`src/rtl/lsu_pkg.sv`:
```
// Shared constants, state encoding and decode helpers for the load/store unit.
package lsu_pkg;

    // MemOP encodings: op[1:0] is the access size, op[2] selects zero-extension.
    localparam logic [2:0] OP_LB  = 3'b000;
    localparam logic [2:0] OP_LH  = 3'b001;
    localparam logic [2:0] OP_LW  = 3'b010;
    localparam logic [2:0] OP_LBU = 3'b100;
    localparam logic [2:0] OP_LHU = 3'b101;

    localparam logic [1:0] SZ_BYTE = 2'b00;
    localparam logic [1:0] SZ_HALF = 2'b01;
    localparam logic [1:0] SZ_WORD = 2'b10;

    // Response error codes.
    localparam logic [1:0] ERR_NONE     = 2'b00;
    localparam logic [1:0] ERR_MISALIGN = 2'b01;
    localparam logic [1:0] ERR_ILLEGAL  = 2'b10;
    localparam logic [1:0] ERR_TIMEOUT  = 2'b11;

    // FSM state encoding.
    localparam logic [1:0] S_IDLE = 2'd0;
    localparam logic [1:0] S_REQ  = 2'd1;
    localparam logic [1:0] S_WAIT = 2'd2;
    localparam logic [1:0] S_RESP = 2'd3;

    typedef enum logic [1:0] {
        LSU_IDLE = S_IDLE,
        LSU_REQ  = S_REQ,
        LSU_WAIT = S_WAIT,
        LSU_RESP = S_RESP
    } lsu_state_t;

    localparam int unsigned TIMEOUT_DEFAULT = 255;

    function automatic logic op_legal(input logic [2:0] op);
        return (op == OP_LB) || (op == OP_LH) || (op == OP_LW) ||
               (op == OP_LBU) || (op == OP_LHU);
    endfunction

    // Only meaningful for legal ops.
    function automatic logic op_misaligned(input logic [2:0] op, input logic [1:0] addr_lo);
        return ((op[1:0] == SZ_HALF) && addr_lo[0]) ||
               ((op[1:0] == SZ_WORD) && (addr_lo != 2'b00));
    endfunction

endpackage

```
`src/rtl/lsu_align.sv`:
```
// Combinational byte-lane steering: store strobes/replication and load extraction.
module lsu_align
    import lsu_pkg::*;
(
    input  logic [1:0]  addr_lo,
    input  logic [2:0]  op,
    input  logic [31:0] wdata,
    input  logic [31:0] rdata,
    output logic [3:0]  wstrb,
    output logic [31:0] lane_wdata,
    output logic [31:0] load_data
);

    logic [7:0]  byte_sel;
    logic [15:0] half_sel;

    // Store side: replicate the datum across lanes and enable only the addressed lanes.
    always_comb begin
        wstrb      = 4'b1111;
        lane_wdata = wdata;
        case (op[1:0])
            SZ_BYTE: begin
                wstrb      = 4'b0001 << addr_lo;
                lane_wdata = {4{wdata[7:0]}};
            end
            SZ_HALF: begin
                wstrb      = addr_lo[1] ? 4'b1100 : 4'b0011;
                lane_wdata = {2{wdata[15:0]}};
            end
            default: ;
        endcase
    end

    // Load side: pick the addressed byte/half, then sign- or zero-extend.
    always_comb begin
        case (addr_lo)
            2'd0:    byte_sel = rdata[7:0];
            2'd1:    byte_sel = rdata[15:8];
            2'd2:    byte_sel = rdata[23:16];
            default: byte_sel = rdata[31:24];
        endcase
        half_sel  = addr_lo[1] ? rdata[31:16] : rdata[15:0];
        load_data = rdata;
        case (op[1:0])
            SZ_BYTE: load_data = {{24{~op[2] & byte_sel[7]}}, byte_sel};
            SZ_HALF: load_data = {{16{~op[2] & half_sel[15]}}, half_sel};
            default: ;
        endcase
    end

endmodule

```
`src/rtl/lsu_mem_unit.sv`:
```
// Load/store unit: one data-bus transaction per accepted access, with
// alignment checks, lane steering, load extension and a bus timeout.
module lsu_mem_unit
    import lsu_pkg::*;
#(
    parameter int unsigned ADDR_W  = 32,
    parameter int unsigned TIMEOUT = TIMEOUT_DEFAULT
) (
    input  logic              clk,
    input  logic              rst_n,
    input  logic              req_valid,
    output logic              req_ready,
    input  logic              req_wr,
    input  logic [2:0]        req_op,
    input  logic [ADDR_W-1:0] req_addr,
    input  logic [31:0]       req_wdata,
    output logic              resp_valid,
    output logic [31:0]       resp_rdata,
    output logic [1:0]        resp_err,
    output logic              busy,
    output logic              mem_req,
    output logic              mem_we,
    output logic [ADDR_W-1:0] mem_addr,
    output logic [3:0]        mem_wstrb,
    output logic [31:0]       mem_wdata,
    input  logic              mem_gnt,
    input  logic              mem_rvalid,
    input  logic [31:0]       mem_rdata
);

    localparam int unsigned CNT_W = $clog2(TIMEOUT + 1);

    logic [1:0]        state_q, state_d;
    logic [CNT_W-1:0]  cnt_q, cnt_d, cnt_inc;
    logic [ADDR_W-1:0] addr_q, addr_d;
    logic [2:0]        op_q, op_d;
    logic              wr_q, wr_d;
    logic [31:0]       wdata_q, wdata_d;
    logic [31:0]       rdata_q, rdata_d;
    logic [1:0]        err_q, err_d;
    logic              timed_out;

    logic [3:0]        lane_strb;
    logic [31:0]       lane_wdata;
    logic [31:0]       load_data;

    lsu_align u_align (
        .addr_lo    (addr_q[1:0]),
        .op         (op_q),
        .wdata      (wdata_q),
        .rdata      (mem_rdata),
        .wstrb      (lane_strb),
        .lane_wdata (lane_wdata),
        .load_data  (load_data)
    );

    // The counter starts at 1 on accept so a hung access responds exactly
    // TIMEOUT cycles after it was accepted.
    assign cnt_inc   = cnt_q + CNT_W'(1);
    assign timed_out = (cnt_inc >= CNT_W'(TIMEOUT));

    // Next-state logic: accept/check in IDLE, bus handshake in REQ/WAIT.
    always_comb begin
        state_d = state_q;
        cnt_d   = cnt_q;
        addr_d  = addr_q;
        op_d    = op_q;
        wr_d    = wr_q;
        wdata_d = wdata_q;
        rdata_d = rdata_q;
        err_d   = err_q;
        case (state_q)
            S_IDLE: begin
                if (req_valid) begin
                    addr_d  = req_addr;
                    op_d    = req_op;
                    wr_d    = req_wr;
                    wdata_d = req_wdata;
                    rdata_d = '0;
                    cnt_d   = CNT_W'(1);
                    if (!op_legal(req_op)) begin
                        err_d   = ERR_ILLEGAL;
                        state_d = S_RESP;
                    end else if (op_misaligned(req_op, req_addr[1:0])) begin
                        err_d   = ERR_MISALIGN;
                        state_d = S_RESP;
                    end else begin
                        err_d   = ERR_NONE;
                        state_d = S_REQ;
                    end
                end
            end
            S_REQ: begin
                cnt_d = cnt_inc;
                if (mem_gnt) begin
                    state_d = wr_q ? S_RESP : S_WAIT;
                end else if (timed_out) begin
                    err_d   = ERR_TIMEOUT;
                    state_d = S_RESP;
                end
            end
            S_WAIT: begin
                cnt_d = cnt_inc;
                if (mem_rvalid) begin
                    rdata_d = load_data;
                    state_d = S_RESP;
                end else if (timed_out) begin
                    err_d   = ERR_TIMEOUT;
                    state_d = S_RESP;
                end
            end
            default: state_d = S_IDLE;
        endcase
    end

    // State and latched request registers.
    always_ff @(posedge clk or negedge rst_n) begin
        if (!rst_n) begin
            state_q <= S_IDLE;
            cnt_q   <= '0;
            addr_q  <= '0;
            op_q    <= '0;
            wr_q    <= 1'b0;
            wdata_q <= '0;
            rdata_q <= '0;
            err_q   <= ERR_NONE;
        end else begin
            state_q <= state_d;
            cnt_q   <= cnt_d;
            addr_q  <= addr_d;
            op_q    <= op_d;
            wr_q    <= wr_d;
            wdata_q <= wdata_d;
            rdata_q <= rdata_d;
            err_q   <= err_d;
        end
    end

    // Outputs decode straight from state so reset clears them asynchronously.
    always_comb begin
        req_ready  = (state_q == S_IDLE);
        busy       = (state_q != S_IDLE);
        mem_req    = (state_q == S_REQ);
        mem_we     = mem_req & wr_q;
        mem_addr   = mem_req ? {addr_q[ADDR_W-1:2], 2'b00} : '0;
        mem_wstrb  = mem_req ? lane_strb : 4'b0000;
        mem_wdata  = mem_req ? lane_wdata : 32'h0;
        resp_valid = (state_q == S_RESP);
        resp_rdata = resp_valid ? rdata_q : 32'h0;
        resp_err   = resp_valid ? err_q : ERR_NONE;
    end

endmodule

```
`config.mk`:
```
export PLATFORM = sky130hd
export DESIGN_NAME = lsu_mem_unit
export DESIGN_NICKNAME = d
export VERILOG_FILES = /design/src/rtl/lsu_pkg.sv /design/src/rtl/lsu_align.sv /design/src/rtl/lsu_mem_unit.sv
export SDC_FILE = /design/constraint.sdc
export NUM_CORES = 1
export LEC_CHECK = 0
export ABC_AREA = 1
export CAP_MARGIN = 20
export CORE_ASPECT_RATIO = 0.5
export CORE_UTILIZATION = 46
export CTS_CLUSTER_SIZE = 24
export DETAILED_ROUTE_END_ITERATION = 6
export PLACE_DENSITY = 0.78
export SYNTH_ARGS = -nofsm -noshare
export SYNTH_HDL_FRONTEND = slang
export SYNTH_SLANG_ARGS = --single-unit
```
`constraint.sdc`:
```
create_clock -name clk -period 2.55 [get_ports clk]
set_clock_uncertainty 0.15 [all_clocks]
set_input_delay 0.3825 -clock clk [delete_from_list [all_inputs] [get_ports clk]]
set_output_delay 0.3825 -clock clk [all_outputs]
set_load 0.01 [all_outputs]
```
# Word level (Yosys, flattened, before mapping)
# Index checks and enable logic that the tools add are counted.
[classes]
shift = 1
reduce_logical = 21
n_eq_ne = 16
n_mux = 31
n_div = 0
mul = 0
order_cmp = 1
addsub = 1
n_bitwise = 4
[op_table]
columns = ["operator", "n"]
rows = [
  ["32-bit case mux with 2 select lines", 3],
  ["32-bit 2-to-1 mux", 5],
  ["2-bit 2-to-1 mux", 12],
  ["8-bit case mux with 3 select lines", 1],
  ["16-bit 2-to-1 mux", 1],
  ["8-bit case mux with 2 select lines", 1],
  ["2-bit case mux with 3 select lines", 2],
  ["8-bit by 1-bit adder with 8-bit output, second input constant", 1],
  ["2-bit by 1-bit equality test with 1-bit output, second input constant", 4],
  ["2-bit equality test, second input constant", 4],
  ["8-bit >= comparator, second input constant", 1],
  ["4-bit 2-to-1 mux", 2],
  ["8-bit 2-to-1 mux", 1],
  ["2-bit != test, second input constant", 4],
  ["4-bit case mux with 2 select lines", 1],
  ["2-bit nonzero test", 4],
  ["3-bit equality test, second input constant", 2],
  ["2-bit logical NOT", 3],
  ["1-bit logical OR", 5],
  ["2-bit AND reduction", 2],
  ["4-bit AND reduction", 1],
  ["1-bit by 2-bit << shifter with 4-bit output, first input constant", 1],
  ["1-bit bitwise AND", 3],
  ["3-bit by 1-bit equality test with 1-bit output, second input constant", 1],
  ["other kinds (8)", 10],
]
[totals]
ram_bits = 0
regBits = 112
latchBits = 0
romBits = 0
output_inout_bits = 107
memories = 0
input_bits = 105
elab_cells = 83

# Depth between registers and ports, before layout
# Gate-level depths: netlist of the first run.
[depth]
ltp_word = 8
ltp_mapped = 13
depth_no_buf = 13

# Cells and area by module
# From an unflattened synthesis of the first run, not the netlist that was laid out.
[hier_totals]
cells_unflattened = 863
area_unflattened_um2 = 6702.7
[modules_own_cells]
columns = ["mod", "n_inst", "area_each_um2", "seq_area_each_um2", "cells_each"]
rows = [
  ["lsu_mem_unit", 1, 5492.8, 2802.7, 624],
  ["lsu_align", 1, 1209.9, 0.0, 239],
]

# Worst setup path before layout of the first run
# OpenSTA, ideal clock, no wires.
[synth_path]
path_kind = "reg2out"
start = "register state_q[1]"
end = "output mem_wdata[22]"
required_ps = 2017
arrival_time_ps = 1561
stages_incl_launch_ff = 7
path_slack_ps = 457
n_path_buf = 2
path_cell_list = "dfrtp_1 -> inv_1 -> ha_1 -> clkbuf_1 -> clkbuf_1 -> o21ai_0 -> nor2_1"
[synth_between]
elab_chain_cells = 2
[synth_rtl]
columns = ["item", "line", "rtl"]
rows = [
  ["from (decl)", "lsu_mem_unit.sv:33", "logic [1:0] state_q, state_d;"],
  ["from (signal assigned)", "lsu_mem_unit.sv:128", "state_q <= state_d;"],
  ["2-bit by 1-bit equality test with 1-bit output", "lsu_mem_unit.sv:143", "mem_req = (state_q == S_REQ);"],
  ["net mem_req", "lsu_mem_unit.sv:21", "output logic mem_req,"],
  ["32-bit 2-to-1 mux", "lsu_mem_unit.sv:147", "mem_wdata = mem_req ? lane_wdata : 32'h0;"],
  ["to (decl)", "lsu_mem_unit.sv:25", "output logic [31:0] mem_wdata,"],
]
# The timed path passes the listed nets, and every way through them passes these cells.

# Final worst setup path of the first run
[layout_path]
start = "register state_q[1]"
end = "output resp_rdata[23]"
[layout_between]
elab_chain_cells = 2
[layout_rtl]
columns = ["item", "line", "rtl"]
rows = [
  ["2-bit equality test", "lsu_mem_unit.sv:148", "resp_valid = (state_q == S_RESP);"],
  ["32-bit 2-to-1 mux", "lsu_mem_unit.sv:149", "resp_rdata = resp_valid ? rdata_q : 32'h0;"],
  ["to (decl)", "lsu_mem_unit.sv:18", "output logic [31:0] resp_rdata,"],
]
# No other way between the ends.

==> flow_summary.toml, run 1 <==
[run_status]
outcome = "finished, final reports clean"

[synth]
netlist_top_cells_area = "sky130_fd_sc_hd__dfrtp_1 (46%), sky130_fd_sc_hd__nand2_1 (13%), sky130_fd_sc_hd__mux2_2 (12%), sky130_fd_sc_hd__inv_1 (7.1%), sky130_fd_sc_hd__o21ai_0 (3.9%)"
post_synth_instance_area_um2 = 6100
ys_types = 33
synth_top_cell_area_share = 0.459
async_flop_share = 1.00
ys_top_cells_by_count = "sky130_fd_sc_hd__nand2_1 (216), sky130_fd_sc_hd__inv_1 (116), sky130_fd_sc_hd__dfrtp_1 (112)"
post_synth.cell_area_avg_um2 = 8.08
synth_flop_type = "sky130_fd_sc_hd__dfrtp_1"
synth_most_common_cell = "sky130_fd_sc_hd__nand2_1"
synth.yosys.seq_area_share = 0.459
syn-instance-count = 755
synth_edf_count = 0
synth_top_cell_by_area = "sky130_fd_sc_hd__dfrtp_1"
yosys_warnings = 0
synth_seq_cells = 112

[global_route]
largest_net_degree_at_the_start_of_global_routing = 62
grt_usage = 0.262
antenna_found_initial = 0
via_count_of_the_first_global_routing_pass = 5714
wire_length_of_the_first_global_routing_pass_um = 28100
gr-total-overflow = 0

[route]
remaining_drc_errors = 0
detailed_route_wire_length_per_cell_um = 15.4
detailedRoute.firstIterationViolations = 392
route.detailed.vias_per_inst = 5.06
detailedRoute.firstPassIterationCount = 5
route.vias.total = 5774
antenna_violating_nets_post_route = 0
detail_route.wirelength_um = 17600

[worst_setup_path]
slowest_delay_ns = 0.52
worstSetupPathType = "reg2out"
cp_top_family = "buffers and inverters"
worstSetupEndpointType = "output port"
worst_ep_required_time_ns = 2.02
crit_path_cell_trace = "buf_4, ha_2, clkbuf_16, nand2_1, inv_1, clkdlybuf4s50_1"
critPathArrivalTime_ns = 1.97
critical_path_buf_inv_count = 4
worst_setup_path_start_kind = "flip-flop"
crit_fanout = 18
crit_slowest_cell = "sky130_fd_sc_hd__clkdlybuf4s50_1"

[flow_run]
drv_cap = 0

[pwr]
cellLeakagePower_nw = 4.68
pwr_density_cell_nw_per_um2 = 1110
vdd_ir_drop_max_mv = 0.605
finalPower_mw = 9.85

[cts]
numClockSinks = 112
clockBufferDepth = 2
tritoncts = "yes"
worst_skew_pair.late_latency_ns = 0.34
cts.clk_slew.worst_paths_ns = 0.07
cts-buffers-inserted = 9
htree_num_levels = 3
clock-root-buffer = "sky130_fd_sc_hd__clkbuf_16"

[sta]
setup_ws_ns = 0.0481
finalHoldViolations = 0
setup_viol = 0
finalWorstPathRequiredPeriod_ns = 2.50
rsz0062_at_grt = "yes"
report.final.slew_viol_count = 0
clock.fmax_ghz = 0.400
period_share = 0.981

[placed_design]
dpl-instance-area_um2 = 8440
gp_congestion = 0.971
pre_cts_slack_ns = 0.277
detailed_place_hpwl_um = 12900
portBuffers = 209

[final_layout]
drive_gt1_frac = 0.132
fill_cells = 1014
finalInstanceArea_um2 = 8890
n_antenna_cell = 0
syn_to_final_growth_pct = 45.7
finalNetCount = 1078

[floorplan]
core_area_um2 = 12800
start_util = 0.476
floorplan.io_pins = 212
placement_row_count = 29
die_area_um2 = 13800
die-width_um = 165
dieHeight_um = 83.4

[worst_hold_path]
class_of_the_most_critical_hold_timing_path = "reg2reg"
## what timing repair did
action	in CTS	in global routing
hold buffers	1	0
endpoints found under the hold margin	28	0
resized for setup	16	25
cloned	0	1
buffers inserted	0	3
setup endpoints to repair	37	59
## worst min-delay path, stage by stage (launching register included)
cell                      delay, ns
sky130_fd_sc_hd__dfrtp_1       0.35
sky130_fd_sc_hd__nand2_1       0.05
sky130_fd_sc_hd__nand2_1       0.05
## registers in the layout, indices dropped and copies added, names as in the netlist
register,count
addr_q,32
cnt_q,8
err_q,2
op_q,3
rdata_q,32
state_q,2
wdata_q,32
wr_q,1
## cell families (layout without fill, tap and decap cells)
| family | count (synthesis) | after routing | synth area share |
|---|---|---|---|
| simple gates | 305 | 305 | 0.202 |
| compound gates | 111 | 111 | 0.104 |
| flops | 112 | 112 | 0.459 |
| other cells | 1 | 2 | 0.000615 |
| fa+ha+maj | 7 | 7 | 0.0144 |
| buf+inv | 155 | 370 | 0.102 |
| xor+xnor | 1 | 1 | 0.00144 |
| mux | 63 | 63 | 0.116 |
## report_power, final
group	switching [mW]	total, mW	internal (mW)
logic	2.79	5.30	2.52
clock network	0.684	1.46	0.780
registers	0.543	3.08	2.54
## worst paths after layout
check                                        from                       to  slack (ns)  cells after the start
setup / recovery           state_q[1]$_DFFE_PN0P_           resp_rdata[23]        0.05                      6
hold / removal               err_q[0]$_DFFE_PN0P_     err_q[0]$_DFFE_PN0P_        0.32                      2
setup reg to reg           state_q[0]$_DFFE_PN0P_     cnt_q[1]$_DFFE_PN0P_        0.31                      9
hold reg to reg              err_q[0]$_DFFE_PN0P_     err_q[0]$_DFFE_PN0P_        0.32                      2
max in group asynchronous                   rst_n   addr_q[29]$_DFFE_PN0P_        1.22                      3
min in group asynchronous                   rst_n  rdata_q[16]$_DFFE_PN0P_        0.35                      2
## cells in the final DEF (no fill, tap or decap), types with 2 or more instances in the layout
master                            synthesis  layout
sky130_fd_sc_hd__clkdlybuf4s50_1          0     191
sky130_fd_sc_hd__dlymetal6s2s_1           0      11
sky130_fd_sc_hd__nand2_4                  1       2
sky130_fd_sc_hd__buf_6                    2       2
sky130_fd_sc_hd__o22ai_1                 16      16
sky130_fd_sc_hd__mux2_2                  63      63
sky130_fd_sc_hd__conb_1                   1       2
sky130_fd_sc_hd__buf_12                   0       5
sky130_fd_sc_hd__o21ai_0                 47      41
sky130_fd_sc_hd__inv_1                  116     113
sky130_fd_sc_hd__nor2_2                   2       2
sky130_fd_sc_hd__nand2_1                216     215
sky130_fd_sc_hd__o211ai_1                 5       5
sky130_fd_sc_hd__o21ai_1                  1       7
sky130_fd_sc_hd__clkinvlp_4               0       2
sky130_fd_sc_hd__nor2_4                   3       3
sky130_fd_sc_hd__inv_2                    4       6
sky130_fd_sc_hd__dlygate4sd2_1            0       6
sky130_fd_sc_hd__a211oi_2                 0       2
sky130_fd_sc_hd__a21oi_1                 31      31
sky130_fd_sc_hd__inv_6                    1       2
sky130_fd_sc_hd__dfrtp_1                112     109
sky130_fd_sc_hd__dfrtp_2                  0       3
sky130_fd_sc_hd__nand3_1                 19      19
sky130_fd_sc_hd__inv_8                    0       2
sky130_fd_sc_hd__clkbuf_16                0      10
sky130_fd_sc_hd__nor2_1                  58      58
sky130_fd_sc_hd__a22oi_1                  6       6
sky130_fd_sc_hd__buf_4                    3      14
sky130_fd_sc_hd__nor3_1                   2       2
sky130_fd_sc_hd__ha_1                     7       5
## area by class of cell
type,instances,area (um^2),area share
sequential,112,2810,0.316
multi-input combinational,489,2710,0.305
timing repair buffer,232,2380,0.268
inverter,122,469,0.0528
clock buffer,10,229,0.0258
tap,170,213,0.0239
clock inverter,6,75.1,0.00845
## metrics by stage
| stage | util | hold WS [ns] | TNS (ns) | instances |
|---|---|---|---|---|
| CTS | 0.686 | 0.327 | -0.00966 | 1137 |
| floorplan | - | -0.0631 | 0 | 756 |
| global placement | 0.659 | 0.184 | 0 | 1120 |
| finish | 0.694 | 0.323 | 0 | 1141 |
| detailed placement | 0.659 | 0.188 | 0 | 1120 |
| global route | 0.694 | 0.347 | -0.574 | 1141 |
## routing by layer
layer  global-route usage  wire length [um]  up-vias
met3               0.0684              1270       21
met4               0.0634               263        0
met1                0.349              7640     2753
met5                    0                 0        -
met2                0.424              8390      212
li1                     -                 -     2788
(Power assumes the default switching activity.)
==> inputs of run 2 (changes only) <==
- clock period: 2.55 -> 2.75 ns (I/O delays scaled with it)
==> run 2 against run 1 <==
Die area unchanged. Utilization decreased by 0.52 points. Clock-buffer cell count is the same. Wire length fell by 0.98%. Register-to-register slack improved by 0.27 ns. Global-route usage decreased by 0.16 points. Combinational power is 9.8% lower. Via count up 0.36%. Worst setup slack better by 0.086 ns.
==> flow_summary.toml, run 2 (synthesized netlist as in run 1, its figures left out) <==
[worst_setup_path]
crit_fanout = 34
timing.rr.start = "state_q[0]$_DFFE_PN0P_"
worst_ep_required_time_ns = 2.19
crit_path_cell_trace = "inv_1, ha_2, buf_8, o21ai_0, nor2_1, clkdlybuf4s50_1"
cp_top_family = "buffers and inverters"
worst_setup_path_start_kind = "flip-flop"
startpoint = "state_q[1]$_DFFE_PN0P_"
regToRegSetupSlack_ns = 0.58
regToRegEndpoint = "rdata_q[4]$_DFFE_PN0P_"
critical_path_buf_inv_count = 3
worstSetupEndpointType = "output port"
worstSetupPathType = "reg2out"
crit_slowest_cell = "sky130_fd_sc_hd__clkdlybuf4s50_1"
critPathArrivalTime_ns = 2.05
reg2reg_depth = 9
slowest_delay_ns = 0.55

[cts]
cts-buffers-inserted = 9
clock-root-buffer = "sky130_fd_sc_hd__clkbuf_16"
clockBufferDepth = 2
htree_num_levels = 3
cts.clk_slew.worst_paths_ns = 0.08
tritoncts = "yes"
numClockSinks = 112
worst_skew_pair.late_latency_ns = 0.35

[final_layout]
n_antenna_cell = 0
seqCellArea_um2 = 2800
largest_registers = "addr_q (32), rdata_q (32), wdata_q (32)"
finish.cell_count_without_fillers = 1136
final_common_cell = "sky130_fd_sc_hd__nand2_1"
commonest_cells_after_routing_fill_and_taps_aside = "sky130_fd_sc_hd__nand2_1 (215), sky130_fd_sc_hd__clkdlybuf4s50_1 (199), sky130_fd_sc_hd__inv_1 (114)"
syn_to_final_growth_pct = 44.6
finalNetCount = 1073
fill_cells = 1034
drive_gt1_frac = 0.121
multiInputGateArea_um2 = 2690

[sta]
max_slew.worst_pin.slew_ns = 0.661
slew-limit-headroom = 0.559
rsz0062_at_grt = "no"
report.final.slew_viol_count = 0
period_share = 0.951
finalHoldViolations = 0
setup_viol = 0
clock.fmax_ghz = 0.382
finalWorstPathRequiredPeriod_ns = 2.62
finalSetupTns_ns = 0

[route]
detailed_route_wire_length_per_cell_um = 15.3
route.vias.total = 5795
detail_route.wirelength_um = 17400
remaining_drc_errors = 0
detailedRoute.firstIterationViolations = 498
antenna_violating_nets_post_route = 0
detailedRoute.firstPassIterationCount = 5
route.detailed.vias_per_inst = 5.10

[global_route]
antenna_found_initial = 0
gr-total-overflow = 0
largest_net_degree_at_the_start_of_global_routing = 48
wire_length_of_the_first_global_routing_pass_um = 28200
via_count_of_the_first_global_routing_pass = 5794
grt_usage = 0.260

[floorplan]
start_util = 0.476
die-width_um = 165
core_area_um2 = 12800
die_area_um2 = 13800
floorplan.io_pins = 212
placement_row_count = 29
dieHeight_um = 83.4

[placed_design]
post-place-cells = 1116
portBuffers = 209
detailed_place_hpwl_um = 12800
gp_congestion = 0.920

[worst_hold_path]
hold_end = "err_q[0]$_DFFE_PN0P_"
class_of_the_most_critical_hold_timing_path = "reg2reg"
worst_hold_path.num_cells = 2
timing.hold.worst.start = "err_q[0]$_DFFE_PN0P_"

[run_status]
outcome = "finished, final reports clean"

[pwr]
pwr_density_cell_nw_per_um2 = 1030
vdd_ir_drop_max_mv = 0.522
cellLeakagePower_nw = 4.59

[flow_run]
drv_cap = 0
## run 2: cell count changes in the layout (fill, tap and decap cells not counted), moves of 3 or more
| cell | delta |
|---|---|
| sky130_fd_sc_hd__clkdlybuf4s50_1 | +8 |
| sky130_fd_sc_hd__dlygate4sd2_1 | -5 |
| sky130_fd_sc_hd__o21ai_0 | +5 |
| sky130_fd_sc_hd__o21ai_1 | -5 |
| sky130_fd_sc_hd__dfrtp_1 | +3 |
| sky130_fd_sc_hd__dfrtp_2 | -3 |
| sky130_fd_sc_hd__dlymetal6s2s_1 | -3 |
## run 2: worst max path at each step
stage | cells after the start | slack (ns) | endpoint
after floorplan | 6 | 0.63 | mem_wdata[22]
after global placement | 6 | 0.36 | mem_wstrb[1]
after detailed placement | 6 | 0.31 | mem_wstrb[3]
after CTS | 4 | 0.005 | mem_wstrb[2]
after global routing | 7 | 0.004 | mem_wstrb[0]
final | 6 | 0.13 | mem_wdata[19]
## run 2: what timing repair did
item | CTS | global route
hold endpoints to repair | 45 | 0
hold buffers | 1 | 0
buffers inserted | 1 | 2
resized for setup | 1 | 14
endpoints found under the setup margin | 12 | 27
## run 2: through the flow
stage | hold slack (ns) | power [mW] | utilization | instance area [um^2] | worst slack [ns]
after detailed placement | 0.313 | 7.58 | 0.657 | 8410 | 0.308
after global routing | 0.363 | 9.74 | 0.689 | 8820 | 0.00363
after global placement | 0.310 | 7.46 | 0.657 | 8410 | 0.357
after CTS | 0.330 | 9.09 | 0.685 | 8770 | 0.00479
final | 0.324 | 9.11 | 0.689 | 8820 | 0.134
after floorplan | -0.0331 | 5.58 | - | 6100 | 0.627
## run 2: worst min-delay path, cell delays in order, from the launching register on
cell	delay, ns
sky130_fd_sc_hd__dfrtp_1	0.34
sky130_fd_sc_hd__nand2_1	0.05
sky130_fd_sc_hd__nand2_1	0.05
## run 2: power by group
| group | leakage [nW] | switching (mW) | internal (mW) | total, mW |
|---|---|---|---|---|
| logic | 3.04 | 2.54 | 2.25 | 4.78 |
| registers | 1.39 | 0.498 | 2.35 | 2.84 |
| clock network | 0.167 | 0.640 | 0.841 | 1.48 |
## run 2: area by class of cell
type | instances | area share
well taps | 170 | 0.0241
clock buffers | 10 | 0.0271
repair buffers | 227 | 0.262
inverters | 122 | 0.0529
multi-input cells | 489 | 0.305
clock inverters | 6 | 0.0113
flip-flops and latches | 112 | 0.318
## run 2: metal layers
metal  global-route usage  up-vias  routed length (um)
li1                     -     2776                   -
met1                0.340     2766                7420
met2                0.434      224                8470
met3               0.0629       29                1230
met4               0.0634        0                 279
met5                    0        -                   0
